===== src/rtl/game_seq_pkg.sv =====
// Shared types for the tile-game master sequencer.
// State PAUSED exists only when GAME_SEQUENCER_PAUSE_EN is defined.
package game_seq_pkg;

  localparam int STAT_W = 4;
  localparam int GO_W   = 9;

  typedef enum logic [3:0] {
    S_IDLE         = 4'd0,
    S_RESET_SCREEN = 4'd1,
    S_CHECK_INPUT  = 4'd2,
    S_CORRECT      = 4'd3,
    S_INCORRECT    = 4'd4,
    S_DETECT_EDGE  = 4'd5,
    S_EDGE_CHECK   = 4'd6,
    S_EDGE_ADVANCE = 4'd7,
    S_EDGE_FAIL    = 4'd8,
    S_DRAW         = 4'd9,
    S_WAIT         = 4'd10,
    S_NEXT_ROW     = 4'd11,
`ifdef GAME_SEQUENCER_PAUSE_EN
    S_GAME_OVER    = 4'd12,
    S_PAUSED       = 4'd13
`else
    S_GAME_OVER    = 4'd12
`endif
  } state_e;

  // Go bus order, MSB first: reset_screen, check_input, correct,
  // incorrect_input, edge, colour_line, draw, wait, offset_increase.
  function automatic logic [GO_W-1:0] go_decode(state_e s);
    logic [GO_W-1:0] g;
    g = '0;
    case (s)
      S_RESET_SCREEN: g[8] = 1'b1;
      S_CHECK_INPUT:  g[7] = 1'b1;
      S_CORRECT:      g[6] = 1'b1;
      S_INCORRECT:    g[5] = 1'b1;
      S_EDGE_ADVANCE: g[4] = 1'b1;
      S_EDGE_FAIL:    g[3] = 1'b1;
      S_DRAW:         g[2] = 1'b1;
      S_WAIT:         g[1] = 1'b1;
      S_NEXT_ROW:     g[0] = 1'b1;
      default:        g = '0;
    endcase
    return g;
  endfunction

endpackage


===== src/rtl/game_seq_stats.sv =====
// Lives, hit counter and speed level for the game sequencer.
// Driven by load/dec/hit strobes; load has priority.
module game_seq_stats
  import game_seq_pkg::*;
#(
  parameter int LIVES         = 3,
  parameter int SPEEDUP_EVERY = 8,
  parameter int MAX_SPEED     = 7
) (
  input  logic              clock,
  input  logic              resetn,
  input  logic              load,
  input  logic              dec,
  input  logic              hit,
  output logic [STAT_W-1:0] lives_left,
  output logic [STAT_W-1:0] speed_level
);

  localparam int HIT_W = $clog2(SPEEDUP_EVERY + 1);
  localparam logic [HIT_W-1:0] HIT_TOP = HIT_W'(SPEEDUP_EVERY - 1);
  localparam logic [STAT_W-1:0] LIVES_V = STAT_W'(LIVES);
  localparam logic [STAT_W-1:0] MAX_V = STAT_W'(MAX_SPEED);

  logic [STAT_W-1:0] lives_q, lives_d;
  logic [STAT_W-1:0] speed_q, speed_d;
  logic [HIT_W-1:0]  hits_q, hits_d;

  always_comb begin
    lives_d = lives_q;
    speed_d = speed_q;
    hits_d  = hits_q;
    if (load) begin
      lives_d = LIVES_V;
      speed_d = '0;
      hits_d  = '0;
    end else begin
      if (dec && lives_q != '0)
        lives_d = lives_q - STAT_W'(1);
      // The hit that completes a group wraps the counter and bumps speed.
      if (hit) begin
        if (hits_q >= HIT_TOP) begin
          hits_d = '0;
          if (speed_q < MAX_V)
            speed_d = speed_q + STAT_W'(1);
        end else begin
          hits_d = hits_q + HIT_W'(1);
        end
      end
    end
  end

  always_ff @(posedge clock) begin
    if (!resetn) begin
      lives_q <= LIVES_V;
      speed_q <= '0;
      hits_q  <= '0;
    end else begin
      lives_q <= lives_d;
      speed_q <= speed_d;
      hits_q  <= hits_d;
    end
  end

  assign lives_left  = lives_q;
  assign speed_level = speed_q;

endmodule


===== src/rtl/game_sequencer.sv =====
// Master sequencer for the tile game: lives, speed levels, edge row.
// Optional pause support under GAME_SEQUENCER_PAUSE_EN.
module game_sequencer
  import game_seq_pkg::*;
#(
  parameter int LANES         = 3,
  parameter int OFFSET_W      = 6,
  parameter int EDGE_OFFSET   = 40,
  parameter int LIVES         = 3,
  parameter int SPEEDUP_EVERY = 8,
  parameter int MAX_SPEED     = 7
) (
  input  logic                clock,
  input  logic                resetn,
  input  logic                startn,
`ifdef GAME_SEQUENCER_PAUSE_EN
  input  logic                pausen,
`endif
  input  logic                reset_screen_done,
  input  logic                check_input_done,
  input  logic                correct,
  input  logic                incorrect,
  input  logic                correct_done,
  input  logic                incorrect_input_done,
  input  logic                colour_line_done,
  input  logic                draw_done,
  input  logic                wait_done,
  input  logic [OFFSET_W-1:0] offset,
  input  logic [LANES-1:0]    edge_row,
  output logic                reset_screen_go,
  output logic                check_input_go,
  output logic                correct_go,
  output logic                incorrect_input_go,
  output logic                edge_go,
  output logic                colour_line_go,
  output logic                draw_go,
  output logic                wait_go,
  output logic                offset_increase,
  output logic                game_over,
  output logic [3:0]          lives_left,
  output logic [3:0]          speed_level,
  output logic [3:0]          current_state
);

  localparam logic [OFFSET_W-1:0] EDGE_V = OFFSET_W'(EDGE_OFFSET);

  state_e          state_q, state_d;
  logic [GO_W-1:0] go_q, go_d;
  logic            game_over_q, game_over_d;
  logic            load, dec, hit;
  logic [STAT_W-1:0] lives;

  always_comb begin
    state_d     = state_q;
    game_over_d = game_over_q;
    load        = 1'b0;
    dec         = 1'b0;
    hit         = 1'b0;
    case (state_q)
      S_IDLE:
        if (!startn) begin
          state_d     = S_RESET_SCREEN;
          load        = 1'b1;
          game_over_d = 1'b0;
        end
      S_RESET_SCREEN:
        if (reset_screen_done) state_d = S_CHECK_INPUT;
      S_CHECK_INPUT:
        if (check_input_done) begin
          if (correct) begin
            state_d = S_CORRECT;
            hit     = 1'b1;
          end else if (incorrect) begin
            state_d = S_INCORRECT;
            dec     = 1'b1;
          end else begin
            state_d = S_DETECT_EDGE;
          end
        end
      S_CORRECT:
        if (correct_done) state_d = S_DETECT_EDGE;
      S_INCORRECT:
        if (incorrect_input_done)
          state_d = (lives == '0) ? S_GAME_OVER : S_DETECT_EDGE;
      S_DETECT_EDGE:
        state_d = (offset == EDGE_V) ? S_EDGE_CHECK : S_DRAW;
      S_EDGE_CHECK:
        if (edge_row == '0) begin
          state_d = S_EDGE_ADVANCE;
        end else begin
          state_d = S_EDGE_FAIL;
          dec     = 1'b1;
        end
      S_EDGE_FAIL:
        if (colour_line_done)
          state_d = (lives == '0) ? S_GAME_OVER : S_EDGE_ADVANCE;
      S_EDGE_ADVANCE:
        state_d = S_DRAW;
      S_DRAW:
        if (draw_done) state_d = S_WAIT;
`ifdef GAME_SEQUENCER_PAUSE_EN
      S_WAIT:
        if (!pausen)        state_d = S_PAUSED;
        else if (wait_done) state_d = S_NEXT_ROW;
      S_PAUSED:
        if (pausen) state_d = S_WAIT;
`else
      S_WAIT:
        if (wait_done) state_d = S_NEXT_ROW;
`endif
      S_NEXT_ROW:
        state_d = S_CHECK_INPUT;
      S_GAME_OVER:
        state_d = S_IDLE;
      default:
        state_d = S_IDLE;
    endcase
    if (state_d == S_GAME_OVER) game_over_d = 1'b1;
    // Outputs are registered from the next state so they track state_q.
    go_d = go_decode(state_d);
  end

  always_ff @(posedge clock) begin
    if (!resetn) begin
      state_q     <= S_IDLE;
      go_q        <= '0;
      game_over_q <= 1'b0;
    end else begin
      state_q     <= state_d;
      go_q        <= go_d;
      game_over_q <= game_over_d;
    end
  end

  game_seq_stats #(
    .LIVES         (LIVES),
    .SPEEDUP_EVERY (SPEEDUP_EVERY),
    .MAX_SPEED     (MAX_SPEED)
  ) u_stats (
    .clock       (clock),
    .resetn      (resetn),
    .load        (load),
    .dec         (dec),
    .hit         (hit),
    .lives_left  (lives),
    .speed_level (speed_level)
  );

  assign reset_screen_go    = go_q[8];
  assign check_input_go     = go_q[7];
  assign correct_go         = go_q[6];
  assign incorrect_input_go = go_q[5];
  assign edge_go            = go_q[4];
  assign colour_line_go     = go_q[3];
  assign draw_go            = go_q[2];
  assign wait_go            = go_q[1];
  assign offset_increase    = go_q[0];
  assign game_over          = game_over_q;
  assign lives_left         = lives;
  assign current_state      = state_q;

endmodule


===== config.mk =====
export PLATFORM = sky130hd
export DESIGN_NAME = game_sequencer
export DESIGN_NICKNAME = d
export VERILOG_FILES = /design/src/rtl/game_seq_pkg.sv /design/src/rtl/game_seq_stats.sv /design/src/rtl/game_sequencer.sv
export SDC_FILE = /design/constraint.sdc
export NUM_CORES = 1
export LEC_CHECK = 0
export ABC_AREA = 1
export BUFFER_PORTS_ARGS = -buffer_cell sky130_fd_sc_hd__buf_2
export CAP_MARGIN = 0
export CORE_MARGIN = 2
export CORE_UTILIZATION = 25
export CTS_CLUSTER_SIZE = 20
export DETAILED_ROUTE_END_ITERATION = 8
export PLACE_DENSITY = 0.53
export REMOVE_ABC_BUFFERS = 1
export SKIP_LAST_GASP = 1
export SLEW_MARGIN = 5
export SYNTH_ARGS = -nofsm -noshare
export SYNTH_HDL_FRONTEND = slang
export SYNTH_SLANG_ARGS = --single-unit

===== constraint.sdc =====
create_clock -name clock -period 1.85 [get_ports clock]
set_clock_uncertainty 0.1 [all_clocks]
set_input_delay 0.0925 -clock clock [delete_from_list [all_inputs] [get_ports clock]]
set_output_delay 0.0925 -clock clock [all_outputs]
set_load 0.05 [all_outputs]

After elaboration in Yosys (flattened, before gate mapping):

Index checks and enable logic that the tools add are counted.

* bits in registers: 26
* bits of input ports: 21
* output and inout port bits: 22
* word-level logic and storage cells: 82

* add/subtract/negate cells: 3
* magnitude comparators: 2
* eq/ne operators: 23
* muxes and demuxes: 38
* bitwise logic cells: 1
* reduce and logical (&&, ||, !) cells: 9

Operator list (number)
* $mux 4: 13
* $pmux 4 s12: 1
* $eq 4x4->1 const B: 9
* $eq 4x3->1 const B: 6
* $mux 1: 22
* $eq 4x2->1 const B: 4
* $add 4x1->4 const B: 2
* $eq 4x1->1 const B: 2
* $logic_not 4->1: 2
* $eq 6x6->1 const B: 1
* $ge 4x3->1 const B: 1
* $lt 4x3->1 const B: 1
* $reduce_bool 4->1: 1
* $sub 4x1->4 const B: 1
* $logic_not 3->1: 1
* $mux 3: 1
* $reduce_and 3->1: 1
* $ne 2x1->1 const B: 1
* $pmux 1 s2: 1
* $reduce_and 2->1: 1
* $reduce_bool 2->1: 1
* $reduce_or 2->1: 1
* $logic_and 1x1->1: 1
* $not 1->1: 1

Depth between registers and ports, before layout:

* depth in word-level cells: 7
* depth in mapped cells: 10
* depth with buffers taken out: 10

Hierarchy:

A second synthesis with hierarchy kept.

* cells, all modules: 224
* area total of the unflattened synthesis: 1451.4 µm²

By module, submodules not included
* game_sequencer: instances 1, cells an instance 139, area an instance 853.3 µm², sequential area each 280.3 µm²
* game_seq_stats: instances 1, cells an instance 85, area an instance 598.1 µm², sequential area each 240.2 µm²

Worst setup path after synthesis:

OpenSTA, ideal clock, no wires.

* path kind: register -> register
* from: register u_stats.lives_q[0], in the netlist u_stats.lives_left[0]
* to: register go_q[1]
* setup time: 0.115 ns
* data arrival time: 1.645 ns
* required time: 1.635 ns
* setup slack: -0.011 ns
* cell stages (with the launch flop): 11
* path buffers: 0
* clock period less this slack: 1.861 ns
* path through: dfxtp_1 > inv_1 > ha_1 > nand2_1 > nor2_1 > nand3_1 > nand2_1 > nor2_1 > nand2_1 > nand3_1 > nor2_1

* word-level cells in the longest chain between the ends: 6
* elaborated cells between the ends (all ways): 8
* those cells by class: 1 x eq/ne; 6 x mux; 1 x reduce/logical

RTL lines
* start, declared: line game_seq_stats.sv:24 `logic [STAT_W-1:0] lives_q, lives_d;`
* start signal, assigned: line game_seq_stats.sv:58 `lives_q <= lives_d;`
* $logic_not 4->1 (*): line game_sequencer.sv:84, game_sequencer.sv:96
* $mux 4 (on tied branches): line game_sequencer.sv:96, game_sequencer.sv:84
* $mux 4 (on tied branches): line game_sequencer.sv:95, game_sequencer.sv:83
* $pmux 4 s12 (*): line game_sequencer.sv:59 `case (state_q)`
* $eq 4x4->1 (*): line game_seq_pkg.sv:34 `case (s)`
* $mux 1 (*): line game_seq_pkg.sv:34
* end signal, assigned: line game_sequencer.sv:130 `go_q <= go_d;`
* end, declared: line game_sequencer.sv:48 `logic [GO_W-1:0] go_q, go_d;`

Every way passes the cells marked *; elsewhere a longest branch is shown, timed or not.
A chain may end at the register's enable or synchronous reset.

Worst setup path after layout:

* from: register u_stats.lives_q[0], in the netlist u_stats.lives_left[0]
* to: register go_q[8]

* word-level cells in the longest chain between the ends: 6
* elaborated cells between the ends (all ways): 8
* those cells by class: 1 x eq/ne; 6 x mux; 1 x reduce/logical

RTL lines (line)
* $logic_not 4->1 (*): game_sequencer.sv:84, game_sequencer.sv:96
* $mux 4 (on tied branches): game_sequencer.sv:96, game_sequencer.sv:84
* $mux 4 (on tied branches): game_sequencer.sv:95, game_sequencer.sv:83
* $pmux 4 s12 (*): game_sequencer.sv:59
* $eq 4x1->1 (*): game_seq_pkg.sv:34
* $mux 1 (*): game_seq_pkg.sv:34

Marked as above.

==> impl_metrics.env <==
export IMPL_ff2ff_setup_slack_ns=0.19
export IMPL_gp_congestion=0.955
export IMPL_p_leak_nw=1.03
export IMPL_synth_common_cells="63 x nand2_1, 51 x nor2_1, 32 x inv_1"
export IMPL_p_per_area_nw_per_um2=681
export IMPL_nNetsFinal=307
export IMPL_syn_inst=233
export IMPL_grt_pass1_wl_mm=6.27
export IMPL_wl_per_cell_um=10.1
export IMPL_globalRouteOverflowTotal=0
export IMPL_fin_crit_ns=1.66
export IMPL_outcome="finished, final reports clean"
export IMPL_p_int_uw=854
export IMPL_vdd_ir_drop_worst_mv=0.323
export IMPL_yosys_warnings=0
export IMPL_syn_mean_instance_area_um2=6.23
export IMPL_hold_ws_ns=0.0308
export IMPL_crit_path_start_kind="flop"
export IMPL_drt_total_wl_mm=3.59
export IMPL_via_per_inst=4.28
export IMPL_design_area_um2=1830
export IMPL_placed_area_um2=1770
export IMPL_met1_usage_pct=15.6
export IMPL_drv_cap=0
export IMPL_period_share_pct=89.6
export IMPL_htree_levels=1
export IMPL_finalPower_mw=1.25
export IMPL_synth_edf_count=0
export IMPL_synth_top_area_share_pct=35.9
export IMPL_r2r_start="u_stats.lives_left[0]"
export IMPL_die_area_um2=6430
export IMPL_clockBufferDepth=2
export IMPL_critPathRequiredTime_ns=1.95
export IMPL_ys_flop_type="dfxtp_1"
export IMPL_post_cts_buffers=0
export IMPL_crit_type="flop to flop"
export IMPL_timing_final_hold_violations=0
export IMPL_grt_pass1_vias=1399
export IMPL_drt_iter0_drc=174
export IMPL_antenna_found_initial=0
export IMPL_netlist_area_um2=1450
export IMPL_synth_area_leaders="dfxtp_1 36%, nand2_1 16%, nor2_1 13%"
export IMPL_portBuffers=42
export IMPL_hold_class="primary input to flop"
export IMPL_grt_met2_usage_pct=20.3
export IMPL_worstSetupEndpointType="flop"
export IMPL_n_antenna_cell=0
export IMPL_slew_violations=0
export IMPL_grt_max_degree=15
export IMPL_boundaryPins=43
export IMPL_synth_most_common_cell="nand2_1"
export IMPL_clock_latency_ns=0.27
export IMPL_rsz0062_at_grt="false"
export IMPL_grt_total_usage_pct=12.3
export IMPL_synth_seq_cells=26
export IMPL_pre_cts_ws_ns=0.155
export IMPL_drc=0
export IMPL_cp_startpoint="u_stats.lives_left[0]"
export IMPL_die_w_um=80.2
export IMPL_start_util_pct=26.2
export IMPL_yosysTopAreaCell="dfxtp_1"
export IMPL_cts_tree="built"
export IMPL_synth_cell_type_count=21
export IMPL_drive_gt1_share_pct=20.6
export IMPL_switching_share_pct=31.6
export IMPL_gr_max_usage_layer="met2"
export IMPL_ys_seq_area_share_pct=35.9
export IMPL_p_comb_share_pct=23.3
export IMPL_worstPathArrival_ns=1.76
export IMPL_postRouteAntennaNets=0
export IMPL_max_slew_margin_pct=77.3
export IMPL_cts_root_buf="clkbuf_8"
export IMPL_syn_to_final_growth_pct=26.4
export IMPL_clkPwrFrac_pct=29.2
export IMPL_n_fill_cell=637
export IMPL_r2r_end="go_q[8]"
export IMPL_cts_buffers=3
export IMPL_die_h_um=80.2
export IMPL_synth_async_reset_ratio_pct=0
export IMPL_r2r_cells=10
export IMPL_std_cell_rows=27
export IMPL_core_area_um2=5540
export IMPL_seqPwrFrac_pct=47.5
export IMPL_drt_pre_antenna_iters=7
export IMPL_setup_violations=0
export IMPL_vias=1515
export IMPL_detailed_place_hpwl_mm=3.01
export IMPL_crit_end="go_q[8]"
export IMPL_tightest_slew_ns=0.339
export IMPL_setup_slack_ns=0.192
export IMPL_path_clk_slew_ns=0.09
export IMPL_clock_sinks=26
export IMPL_grt_use_met3_pct=3.82
export IMPL_clock_fmax_mhz=603
export IMPL_path_max_fanout=5
export IMPL_power_switching_uw=394
-- how the worst min path moves through the flow --
stage                    to  depth (start not counted)      start
floorplan           go_q[0]                          2  wait_done
global placement    go_q[0]                          3  wait_done
detailed placement  go_q[0]                          3  wait_done
CTS                 go_q[5]                          3     resetn
global route        go_q[5]                          3     resetn
finish              go_q[5]                          3     resetn
-- cell families (layout without fill, tap and decap cells) --
group,count (synthesis),count (layout),synth area share (%)
DFF,26,26,35.9
and+or+nand+nor,145,145,43.1
adders and majority gates,3,3,2.59
xor gates and xnor gates,3,3,1.81
buffers and inverters,34,83,8.97
AOI/OAI and AO/OA,22,22,7.67
-- power groups by stage --
stage	combinational, mW	clock, mW	sequential (mW)
2_1_floorplan	0.145	0	0.663
3_3_place_gp	0.296	0	0.607
3_5_place_dp	0.291	0	0.606
4_1_cts	0.294	0.379	0.593
5_1_grt	0.325	0.407	0.597
6_report	0.291	0.365	0.593
-- critical path, cell delays in order, from the launching register on --
cell     delay [ns]
dfxtp_1        0.35
inv_1          0.06
ha_1           0.19
nand2_1        0.06
nor2_1         0.18
nor2_1         0.10
nor2_1         0.15
nand2_1        0.08
nor2_2         0.12
nand2_1        0.09
nor2_1         0.11
-- state kept, by name (all words and copies together) (netlist names) --
name,cells
current_state,4
go_q,9
game_over,1
u_stats.hits_q,4
u_stats.speed_level,4
u_stats.lives_left,4
-- through the flow --
| step | std cells | setup TNS [ns] | utilization (%) |
|---|---|---|---|
| after floorplan | 233 | -0.0315 | - |
| after global placement | 349 | 0 | 31.9 |
| after detailed placement | 349 | 0 | 31.9 |
| after CTS | 354 | 0 | 33.1 |
| after global routing | 354 | 0 | 33.1 |
| final | 354 | 0 | 33.1 |
-- what timing repair did --
action,4_1_cts,5_1_grt
hold buffers,1,0
resized for setup,0,1
setup endpoints to repair,0,3
endpoints found under the hold margin,1,0
-- metal layers --
| layer | routed length (µm) | up-vias |
|---|---|---|
| met2 | 1660 | 46 |
| met5 | 0 | - |
| li1 | - | 827 |
| met3 | 270 | 4 |
| met4 | 38 | 0 |
| met1 | 1620 | 638 |
-- cells in the final DEF, fill, tap and decap left out, types with 4 or more instances in the layout --
master,synthesis,final
buf_2,0,42
clkbuf_8,0,4
dfxtp_1,26,26
nand4_1,5,5
nor2_1,51,50
nand2_1,63,63
a21oi_1,15,15
nand3_1,15,15
inv_1,32,32
o21ai_0,6,6
-- area by class of cell --
cell class / count / area, µm² / area share, %
Inverter: 34 / 130 / 7.09
Sequential cell: 26 / 520 / 28.4
Timing Repair Buffer: 45 / 235 / 12.8
Clock buffer: 4 / 55.1 / 3.00
Multi-Input combinational cell: 173 / 803 / 43.8
Tap cell: 72 / 90.1 / 4.91
Note: power is estimated with default switching activity, not from simulation.
